$ cat src/rtl/chunked_addsub_sequencer.sv
// Wide add/subtract built from one N-bit ripple adder and subtractor, time-shared over K chunks.
// Optional ones'-complement end-around-carry pass: define ONES_COMPLEMENT_EN.

module ripple_adder #(
  parameter int unsigned N = 4
) (
  input  logic [N-1:0] a,
  input  logic [N-1:0] b,
  input  logic         ci,
  output logic [N-1:0] s,
  output logic         co
);
  logic [N:0] c;

  always_comb begin
    c[0] = ci;
    s    = '0;
    for (int unsigned i = 0; i < N; i++) begin
      s[i]   = a[i] ^ b[i] ^ c[i];
      c[i+1] = (a[i] & b[i]) | (c[i] & (a[i] ^ b[i]));
    end
    co = c[N];
  end
endmodule

module ripple_subtractor #(
  parameter int unsigned N = 4
) (
  input  logic [N-1:0] a,
  input  logic [N-1:0] b,
  input  logic         bi,
  output logic [N-1:0] d,
  output logic         bo
);
  logic [N:0] br;

  always_comb begin
    br[0] = bi;
    d     = '0;
    for (int unsigned i = 0; i < N; i++) begin
      d[i]    = a[i] ^ b[i] ^ br[i];
      br[i+1] = (~a[i] & b[i]) | (~(a[i] ^ b[i]) & br[i]);
    end
    bo = br[N];
  end
endmodule

module chunked_addsub_sequencer #(
  parameter int unsigned N = 4,
  parameter int unsigned K = 4
) (
  input  logic                 clk,
  input  logic                 rst_n,
  input  logic                 in_valid,
  output logic                 in_ready,
  input  logic                 op_sub,
`ifdef ONES_COMPLEMENT_EN
  input  logic                 op_ones,
`endif
  input  logic [N*K-1:0]       a,
  input  logic [N*K-1:0]       b,
  output logic                 out_valid,
  input  logic                 out_ready,
  output logic [N*K-1:0]       result,
  output logic                 carry_out,
  output logic                 overflow
);
  localparam int unsigned W     = N * K;
  localparam int unsigned IDX_W = (K > 1) ? $clog2(K) : 1;

  typedef enum logic [1:0] {
    S_IDLE,
    S_RUN,
`ifdef ONES_COMPLEMENT_EN
    S_EAC,
`endif
    S_DONE
  } state_t;

  state_t             state_q, state_d;
  logic [IDX_W-1:0]   idx_q, idx_d;
  logic               carry_q, carry_d;
  logic [W-1:0]       a_q, a_d;
  logic [W-1:0]       b_q, b_d;
  logic               sub_q, sub_d;
  logic [W-1:0]       result_q, result_d;
  logic               carry_out_q, carry_out_d;
  logic               overflow_q, overflow_d;
  logic               out_valid_q, out_valid_d;
  logic               in_ready_q, in_ready_d;
`ifdef ONES_COMPLEMENT_EN
  logic               ones_q, ones_d;
`endif

  logic [N-1:0]       x_c, y_c, sum_c, diff_c, chunk_res_c;
  logic               add_co_c, sub_bo_c, chunk_co_c, last_c;

  // Select the current chunk's operands; the EAC pass folds the end-around bit into result.
  always_comb begin
    x_c = '0;
    y_c = '0;
    for (int unsigned i = 0; i < K; i++) begin
      if (idx_q == IDX_W'(i)) begin
        x_c = a_q[i*N +: N];
        y_c = b_q[i*N +: N];
`ifdef ONES_COMPLEMENT_EN
        if (state_q == S_EAC) begin
          x_c = result_q[i*N +: N];
          y_c = '0;
        end
`endif
      end
    end
  end

  ripple_adder #(.N(N)) u_add (
    .a(x_c), .b(y_c), .ci(carry_q), .s(sum_c), .co(add_co_c)
  );

  ripple_subtractor #(.N(N)) u_sub (
    .a(x_c), .b(y_c), .bi(carry_q), .d(diff_c), .bo(sub_bo_c)
  );

  assign chunk_res_c = sub_q ? diff_c : sum_c;
  assign chunk_co_c  = sub_q ? sub_bo_c : add_co_c;
  assign last_c      = (idx_q == IDX_W'(K - 1));

  always_comb begin
    state_d     = state_q;
    idx_d       = idx_q;
    carry_d     = carry_q;
    a_d         = a_q;
    b_d         = b_q;
    sub_d       = sub_q;
    result_d    = result_q;
    carry_out_d = carry_out_q;
    overflow_d  = overflow_q;
`ifdef ONES_COMPLEMENT_EN
    ones_d      = ones_q;
`endif

    case (state_q)
      S_IDLE: begin
        if (in_valid) begin
          a_d     = a;
          b_d     = b;
          sub_d   = op_sub;
`ifdef ONES_COMPLEMENT_EN
          ones_d  = op_ones;
`endif
          idx_d   = '0;
          carry_d = 1'b0;
          state_d = S_RUN;
        end
      end
      S_RUN
`ifdef ONES_COMPLEMENT_EN
      , S_EAC
`endif
      : begin
        for (int unsigned i = 0; i < K; i++) begin
          if (idx_q == IDX_W'(i)) result_d[i*N +: N] = chunk_res_c;
        end
        carry_d = chunk_co_c;
        idx_d   = idx_q + IDX_W'(1);
        if (last_c) begin
          idx_d   = '0;
          state_d = S_DONE;
          // Add: same-sign operands, result sign flips. Sub: operand signs differ, result leaves a's sign.
          overflow_d = (a_q[W-1] ^ result_d[W-1]) & ~(a_q[W-1] ^ b_q[W-1] ^ sub_q);
          if (state_q == S_RUN) carry_out_d = chunk_co_c;
`ifdef ONES_COMPLEMENT_EN
          if (state_q == S_RUN && ones_q && chunk_co_c) begin
            state_d = S_EAC;
            carry_d = 1'b1;
          end
`endif
        end
      end
      S_DONE: begin
        if (out_ready) state_d = S_IDLE;
      end
      default: state_d = S_IDLE;
    endcase

    in_ready_d  = (state_d == S_IDLE);
    out_valid_d = (state_d == S_DONE);
  end

  always_ff @(posedge clk) begin
    if (!rst_n) begin
      state_q     <= S_IDLE;
      idx_q       <= '0;
      carry_q     <= 1'b0;
      a_q         <= '0;
      b_q         <= '0;
      sub_q       <= 1'b0;
      result_q    <= '0;
      carry_out_q <= 1'b0;
      overflow_q  <= 1'b0;
      out_valid_q <= 1'b0;
      in_ready_q  <= 1'b1;
`ifdef ONES_COMPLEMENT_EN
      ones_q      <= 1'b0;
`endif
    end else begin
      state_q     <= state_d;
      idx_q       <= idx_d;
      carry_q     <= carry_d;
      a_q         <= a_d;
      b_q         <= b_d;
      sub_q       <= sub_d;
      result_q    <= result_d;
      carry_out_q <= carry_out_d;
      overflow_q  <= overflow_d;
      out_valid_q <= out_valid_d;
      in_ready_q  <= in_ready_d;
`ifdef ONES_COMPLEMENT_EN
      ones_q      <= ones_d;
`endif
    end
  end

  assign in_ready  = in_ready_q;
  assign out_valid = out_valid_q;
  assign result    = result_q;
  assign carry_out = carry_out_q;
  assign overflow  = overflow_q;

endmodule

$ cat config.mk
export PLATFORM = sky130hd
export DESIGN_NAME = chunked_addsub_sequencer
export DESIGN_NICKNAME = d
export VERILOG_FILES = /design/src/rtl/chunked_addsub_sequencer.sv
export SDC_FILE = /design/constraint.sdc
export NUM_CORES = 1
export LEC_CHECK = 0
export CAP_MARGIN = 20
export CORE_ASPECT_RATIO = 0.9
export CORE_MARGIN = 2
export CORE_UTILIZATION = 45
export CTS_CLUSTER_DIAMETER = 120
export DETAILED_ROUTE_END_ITERATION = 6
export PLACE_DENSITY_LB_ADDON = 0.08
export SETUP_SLACK_MARGIN = 0.02
export SLEW_MARGIN = 15
export SYNTH_ARGS = -nofsm -noshare
export SYNTH_HDL_FRONTEND = slang
export SYNTH_SLANG_ARGS = --single-unit
$ cat constraint.sdc
create_clock -name clk -period 4.05 [get_ports clk]
set_input_delay 1.215 -clock clk [delete_from_list [all_inputs] [get_ports clk]]
set_output_delay 1.215 -clock clk [all_outputs]
set_load 0.01 [all_outputs]
## Yosys cells after proc, flatten, opt, wreduce, memory -nomap -nowiden

Cells that the tools add are included.

| storage, ports and cells | value |
|---|---|
| bits in registers | 58 |
| word-level logic and storage cells | 104 |
| input port bits | 37 |

| cells by class | value |
|---|---|
| reductions and logical operators | 11 |
| eq/ne operators | 8 |
| bitwise logic cells | 48 |
| $add $sub $neg | 1 |
| multiplexer cells | 21 |

Operators by type and width:

| operator | number |
|---|---|
| $mux 4 | 11 |
| $and 1x1->1 | 17 |
| $reduce_and 2->1 | 7 |
| $xor 1x1->1 | 14 |
| $mux 2 | 5 |
| $not 1->1 | 9 |
| $eq 2x2->1 const B | 4 |
| $or 1x1->1 | 8 |
| $logic_not 2->1 | 3 |
| $pmux 2 s3 | 1 |
| $eq 2x1->1 const B | 2 |
| $ne 2x2->1 const B | 2 |
| $pmux 2 s2 | 1 |
| $add 2x1->2 const B | 1 |
| $mux 1 | 2 |
| $pmux 1 s2 | 1 |
| $reduce_bool 2->1 | 1 |

## Depth between registers and ports, before layout

Gate-level depths: netlist (run 1).

| logic depth | value |
|---|---|
| depth in word-level cells | 19 |
| depth in mapped cells | 15 |
| mapped depth without buffers | 13 |

## Modules after synthesis

From an unflattened synthesis (run 1), not the netlist that was laid out.

| second synthesis, totals | value |
|---|---|
| cell total of the unflattened synthesis | 334 |
| area, all modules | 2841.5 µm² |

Modules (own cells, without submodules):

| module | cells an instance | instances | seq. area each (µm²) | area each (µm²) |
|---|---|---|---|---|
| chunked_addsub_sequencer | 306 | 1 | 1161.1 | 2606.2 |
| ripple_adder | 14 | 1 | 0.0 | 117.6 |
| ripple_subtractor | 14 | 1 | 0.0 | 117.6 |

## Least setup slack after synthesis (run 1)

OpenSTA, ideal clock, no wires.

| timing path | value |
|---|---|
| path kind | register -> register |
| start point | reg idx_q[0] |
| end point | reg overflow_q, in the netlist overflow |
| path buffers | 2 |
| arrival | 3.134 ns |
| period minus slack after synthesis | 3.208 ns |
| stages on the path, launching flop included | 15 |
| slack | 0.842 ns |
| required time | 3.976 ns |
| cells stage by stage | dfxtp_1 -> inv_1 -> ha_1 -> buf_1 -> nand3b_1 -> a21oi_1 -> a21oi_1 -> o21ai_0 -> fa_1 -> nor3b_1 -> o311a_1 -> or4_1 -> buf_2 -> nand3b_4 -> a31oi_2 |

| on the way | value |
|---|---|
| longest elaborated chain between the ends | 19 |

RTL lines:

| element | RTL line | RTL |
|---|---|---|
| start: declaration | 81 | `logic [IDX_W-1:0] idx_q, idx_d;` |
| start signal: assignment | 208 | `idx_q <= idx_d;` |
| $logic_not 2->1 | 103 | `if (idx_q == IDX_W'(i)) begin` |
| $mux 4 (4 in a row) | 103 |  |
| $xor 1x1->1 | 20, 42 |  |
| $not 1->1 | 42 | `br[i+1] = (~a[i] & b[i]) \| (~(a[i] ^ b[i]) & br[i]);` |
| $and 1x1->1 | 42 |  |
| $or 1x1->1 | 42 |  |
| $and 1x1->1 | 42 |  |
| $or 1x1->1 | 42 |  |
| $and 1x1->1 | 42 |  |
| $or 1x1->1 | 42 |  |
| $xor 1x1->1 | 41 | `d[i] = a[i] ^ b[i] ^ br[i];` |
| $mux 4 | 124 | `assign chunk_res_c = sub_q ? diff_c : sum_c;` |
| $mux 4 | 162 | `if (idx_q == IDX_W'(i)) result_d[i*N +: N] = chunk_res_c;` |
| $mux 4 | 142 | `case (state_q)` |
| $xor 1x1->1 | 170 | `overflow_d = (a_q[W-1] ^ result_d[W-1]) & ~(a_q[W-1] ^ b_q[W-1] ^ sub_q);` |
| $and 1x1->1 | 170 |  |
| end signal: assignment | 215 | `overflow_q <= overflow_d;` |
| end: declaration | 88 | `logic overflow_q, overflow_d;` |

Parallel ways exist; a longest one is shown, timed or not. The select of a mux whose other input is x is not followed.
A chain may end at the register's enable or synchronous reset.

## Worst setup path after layout (run 1)

| timing path | value |
|---|---|
| start point | reg idx_q[1] |
| end point | reg overflow_q, in the netlist overflow |

Same word-level chain as after synthesis.

==> results of run 1 <==
final timing paths:
| path | start | endpoint | slack [ns] |
|---|---|---|---|
| worst max register to register | idx_q[1]$_SDFFE_PN0P_ | overflow$_SDFFE_PN0P_ | 0.45 |
| worst min register to register | result[5]$_SDFFE_PN0P_ | result[5]$_SDFFE_PN0P_ | 0.46 |
| worst min-delay path | result[5]$_SDFFE_PN0P_ | result[5]$_SDFFE_PN0P_ | 0.46 |
| worst max-delay path | idx_q[1]$_SDFFE_PN0P_ | overflow$_SDFFE_PN0P_ | 0.45 |
registers in the layout, indices dropped and copies added, names as in the netlist:
name,cells
out_valid,1
in_ready,1
sub_q,1
a_q,16
overflow,1
state_q,2
carry_out,1
idx_q,2
result,16
carry_q,1
b_q,16
worst max-delay path, stage by stage, from the launching register on:
cell,delay [ns]
dfxtp_1,0.33
inv_1,0.08
ha_1,0.54
nand3b_1,0.18
a21oi_1,0.08
a21oi_1,0.14
o21ai_0,0.18
fa_1,0.48
nor3b_1,0.19
o311a_1,0.33
or4_1,0.64
nand3b_4,0.20
a31oi_2,0.15
logic make-up (layout without fill, tap and decap cells):
kind of cell	count (synthesis)	in the layout	share of synthesized area, %
and+or+nand+nor	157	157	25.0
AOI/OAI and AO/OA	96	96	23.1
DFF	58	58	41.3
buffers and inverters	30	84	4.05
adders and majority gates	12	12	5.88
xor gates and xnor gates	2	2	0.624
power by group:
part	leakage [nW]	switching (mW)	internal (mW)	total, mW
registers	0.474	0.0183	0.598	0.616
logic	0.798	0.109	0.0978	0.206
clock network	0.0965	0.217	0.270	0.487
total	1.37	0.344	0.966	1.31
cell usage after synthesis (all sizes together):
cell type and count:
nand3b 10, dfxtp 58, nor4b 1, and4b 1, nor3 3, fa 2
o311a 1, or3 1, buf 3, nand2b 1, o21ai 10, nor2b 2
nand4 4, inv 6, or4 1, xor2 1, a21boi 53, xnor2 1
o21a 2, nor2 11, ha 10, clkbuf 21, and2 2, o311ai 1
nand3 12, a21o 4, a211oi 2, nor3b 1, a21oi 22, a31oi 1
nand2 107
routing by layer:
layer	wire length [um]	vias to the layer above	global-route usage [%]	part of all wire [%]
met2	2940	58	33.9	48
met1	2850	1117	22.8	46
met3	292	9	4.47	4.7
met5	0	-	0	0
met4	88	0	7.38	1.4
li1	-	1301	-	-
area by class of cell:
type	instances	area, um2
flip-flops and latches	58	1160
clock inverters	2	10.0
well taps	72	90.1
repair buffers	62	606
clock buffers	14	173
inverters	6	22.5
multi-input cells	267	1530
fillers	575	2480
==> qor.csv, run 1 <==
metric,value,unit
cts.sinks,58,
fmax,0.277,GHz
cts_setup_buffers,0,
criticalPathCategory,flip-flop to flip-flop,
status,finished clean,
dpl-instance-area,3410,um2
yosysUniqueCellTypes,34,
fin_setup_tns,0,ns
io_pins,57,
holdBufCountCts,0,
reg2reg_depth,12,
design_area,3600,um2
min_path_type,flip-flop to flip-flop,
finalClockSkew,0.00221,ns
synth_area_leaders,"dfxtp_1 (41%), nand2_1 (14%), a21boi_0 (14%)",
synthCells,355,
syn_to_final_growth,28.0,%
cts_root_buf,clkbuf_8,
chipWidth,87.3,um
mostFrequentLayoutCells,"nand2_1 (107), dfxtp_1 (58), clkdlybuf4s50_1 (56), a21boi_0 (53), a21oi_1 (22)",
post_cts_resized,0,
cts_tree,built,
core,6080,um2
worstPathMaxFanout,21,
grt_usage,19.4,%
rsz0062_at_grt,false,
max_slew_margin,52.1,%
fin_util,59.1,%
critical_path_arrival,3.88,ns
max_cap_viol_count,0,
dp_slack,0.440,ns
drtAntennaViolNets,0,
grt_max_degree,36,
wl_per_cell,12.8,um
gp_congestion,0.850,
ys_ff_latch,58,
final_max_slew_viol_count,0,
hold_slack,0.462,ns
placed_cells,465,
power,1.31,mW
synth_top_area_cell,dfxtp_1,
clkTransAtPathRegs,0.06,ns
grt_antenna_before_repair,0,
cts_inserted_buffers,9,
die_y,79.0,um
drtIter0Drc,84,
grt_pass1_wl,10500,um
period_share,89.0,%
drt_wl_total,6180,um
syn_nets,404,
start_util,46.2,%
drive_gt1_share,5.38,%
syn-mean-instance-area,7.91,um2
final_common_cell,nand2_1,
cts.path.max_buffers,2,
hpwlAfterDp,4640,um
dieArea,6890,um2
cp-start-kind,flip-flop,
netlist_area,2810,um2
overflow,0,
finalNonFillerCells,481,
grt_pass1_vias,2357,
firstDrtPassIters,4,
vias,2485,
hold-path-cell-count,2,
final_nets,453,
power.density,364,nW/um2
final-hold-violation-count,0,
seq_area_frac_synth,41.3,%
port_buffers,56,
finalWorstSetupSlack,0.445,ns
num_rows,27,
post-route-min-period,3.60,ns
diodes,0,
clk_latency,0.34,ns
cp.required,4.32,ns
vias_per_cell,5.17,
htree_levels,3,
finalSetupViolCount,0,
synth_top_area_share,41.3,%
worst_pin_slew,0.718,ns
power_leakage,1.37,nW
drc,0,
ir_drop,0.191,mV
end_kind,flip-flop,
ys_warn_count,0,
Power figures use the tool's default switching activity.
==> run 2, diff against run 1 <==
Settings changed: SKIP_LAST_GASP set to 1.
==> results of run 2 <==
Same layout as run 1: the final DEF is identical, and so are final timing and power.
==> run 3, diff against run 2 <==
Settings changed: CTS_BUF_LIST set to sky130_fd_sc_hd__clkbuf_8.
==> run 3 against run 2 <==
Clock power decreased by 0.8%; critical path depth is the same; maximum frequency barely moved; critical path type unchanged; critical endpoint unchanged; largest power group unchanged; highest routed layer unchanged.
==> qor.csv, run 3 (synthesis gave the netlist of run 1 again) <==
metric,value,unit,change
status,finished clean,,unchanged
clkTransAtPathRegs,0.06,ns,about the same
core,6080,um2,unchanged
seqCellArea,1160,um2,unchanged
max_slew_margin,52.4,%,was 52.1%
power.density,363,nW/um2,was 364 nW/um2
placed_cells,465,,unchanged
cp.required,4.32,ns,about the same
wl_per_cell,12.8,um,about the same
cts_root_buf,clkbuf_8,,unchanged
cpMostUsedCell,a21oi_1,,unchanged
cts_tree,built,,unchanged
worstPathMaxFanout,21,,unchanged
finalSetupViolCount,0,,unchanged
final-hold-violation-count,0,,unchanged
min_to,result[5]$_SDFFE_PN0P_,,unchanged
grt_pass1_vias,2357,,unchanged
clk_latency,0.34,ns,about the same
drtIter0Drc,84,,unchanged
drtAntennaViolNets,0,,unchanged
slowest_delay,0.64,ns,about the same
crit_slowest_cell,or4_1,,unchanged
final_max_slew_viol_count,0,,unchanged
r2r_end,overflow$_SDFFE_PN0P_,,unchanged
min_path_type,flip-flop to flip-flop,,unchanged
vias_per_cell,5.17,,about the same
reg2reg_depth,12,,unchanged
grt_usage,19.4,%,unchanged
power_leakage,1.38,nW,was 1.37 nW
finalClockSkew,0.00524,ns,was 0.00221 ns
holdBufCountCts,0,,unchanged
hpwlAfterDp,4640,um,unchanged
cts.path.max_buffers,2,,unchanged
cts_inserted_buffers,9,,unchanged
firstDrtPassIters,4,,unchanged
diodes,0,,unchanged
chipWidth,87.3,um,unchanged
gp_congestion,0.850,,unchanged
htree_levels,3,,unchanged
final_nets,453,,unchanged
final_common_cell,nand2_1,,unchanged
grt_max_degree,36,,unchanged
worst_r2r_startpoint,idx_q[1]$_SDFFE_PN0P_,,unchanged
critical_path_arrival,3.88,ns,about the same
fin_setup_tns,0,ns,unchanged
mostFrequentLayoutCells,"nand2_1 (107), dfxtp_1 (58), clkdlybuf4s50_1 (56), a21boi_0 (53), a21oi_1 (22)",,unchanged
period_share,89.1,%,was 89.0%
ir_drop,0.191,mV,about the same
grt_antenna_before_repair,0,,unchanged
post_cts_resized,0,,unchanged
drt_wl_total,6170,um,was 6180 um
worst_pin_slew,0.714,ns,was 0.718 ns
io_pins,57,,unchanged
startpoint,idx_q[1]$_SDFFE_PN0P_,,unchanged
crit_chain,inv_1 > ha_1 > nand3b_1 > a21oi_1 > a21oi_1 > o21ai_0 > fa_1 > nor3b_1 > o311a_1 > or4_1 > nand3b_4 > a31oi_2,,unchanged
die_y,79.0,um,unchanged
finalNonFillerCells,481,,unchanged
drive_gt1_share,5.38,%,unchanged
worstHoldStart,result[5]$_SDFFE_PN0P_,,unchanged
multi_input_area,1530,um2,unchanged
rsz0062_at_grt,false,,unchanged
crit_buf_inv,1,,unchanged
fmax,0.277,GHz,about the same
overflow,0,,unchanged
port_buffers,56,,unchanged
start_util,46.2,%,unchanged
grt_pass1_wl,10500,um,unchanged
num_rows,27,,unchanged
drc,0,,unchanged
max_cap_viol_count,0,,unchanged
end_kind,flip-flop,,unchanged
dieArea,6890,um2,unchanged
cp-start-kind,flip-flop,,unchanged
cts_setup_buffers,0,,unchanged
hold-path-cell-count,2,,unchanged
syn_to_final_growth,28.0,%,unchanged
vias,2488,,was 2485
cts.sinks,58,,unchanged
reg2reg_slack,0.44,ns,was 0.45 ns
cpLargestDelayFamily,simple AND/OR/NAND/NOR gates,,unchanged
fillers,575,,unchanged
criticalPathCategory,flip-flop to flip-flop,,unchanged
post-route-min-period,3.61,ns,was 3.60 ns
[run 3: metal layers]
metal,track usage (%),up-vias,part of all wire [%]
li1,-,1301,-
met1,22.8,1119,46
met2,33.9,57,47
met3,4.47,11,4.7
met4,7.38,0,1.5
met5,0,-,0
[run 3: stage by stage]
| step | area, um2 | power (mW) | setup WS, ns | util (%) | hold WS [ns] |
|---|---|---|---|---|---|
| final | 3600 | 1.31 | 0.443 | 59.1 | 0.463 |
| after global routing | 3600 | 1.37 | 0.179 | 59.1 | 0.487 |
| after CTS | 3600 | 1.32 | 0.422 | 59.1 | 0.467 |
| after detailed placement | 3410 | 0.837 | 0.440 | 56.1 | 0.459 |
| after global placement | 3410 | 0.831 | 0.571 | 56.1 | 0.454 |
| after floorplan | 2810 | 0.755 | 0.842 | - | 0.444 |
[run 3: area by class of cell]
type                       instances  area share [%]
clock buffer                      12            4.59
clock inverter                     4           0.487
inverter                           6           0.626
multi-input combinational        267            42.7
sequential                        58            32.3
tap                               72            2.51
timing repair buffer              62            16.8
[run 3: worst reg2reg max path: stages, from the launching register on]
cell	delay (ns)
dfxtp_1	0.33
inv_1	0.08
ha_1	0.54
nand3b_1	0.19
a21oi_1	0.08
a21oi_1	0.14
o21ai_0	0.18
fa_1	0.48
nor3b_1	0.19
o311a_1	0.33
or4_1	0.64
nand3b_4	0.20
a31oi_2	0.15
[run 3: power breakdown]
part           switching, mW  internal, mW  total (mW)  leakage, nW
combinational          0.109        0.0978       0.206        0.798
clock                  0.218         0.265       0.483        0.105
sequential            0.0183         0.598       0.616        0.474
[run 3: worst max-delay path by stage]
stage,to,slack (ns),cells past startpoint
global placement,overflow$_SDFFE_PN0P_,0.57,12
detailed placement,overflow$_SDFFE_PN0P_,0.44,12
finish,overflow$_SDFFE_PN0P_,0.44,12
global route,overflow$_SDFFE_PN0P_,0.18,12
CTS,overflow$_SDFFE_PN0P_,0.42,12
floorplan,overflow$_SDFFE_PN0P_,0.84,14
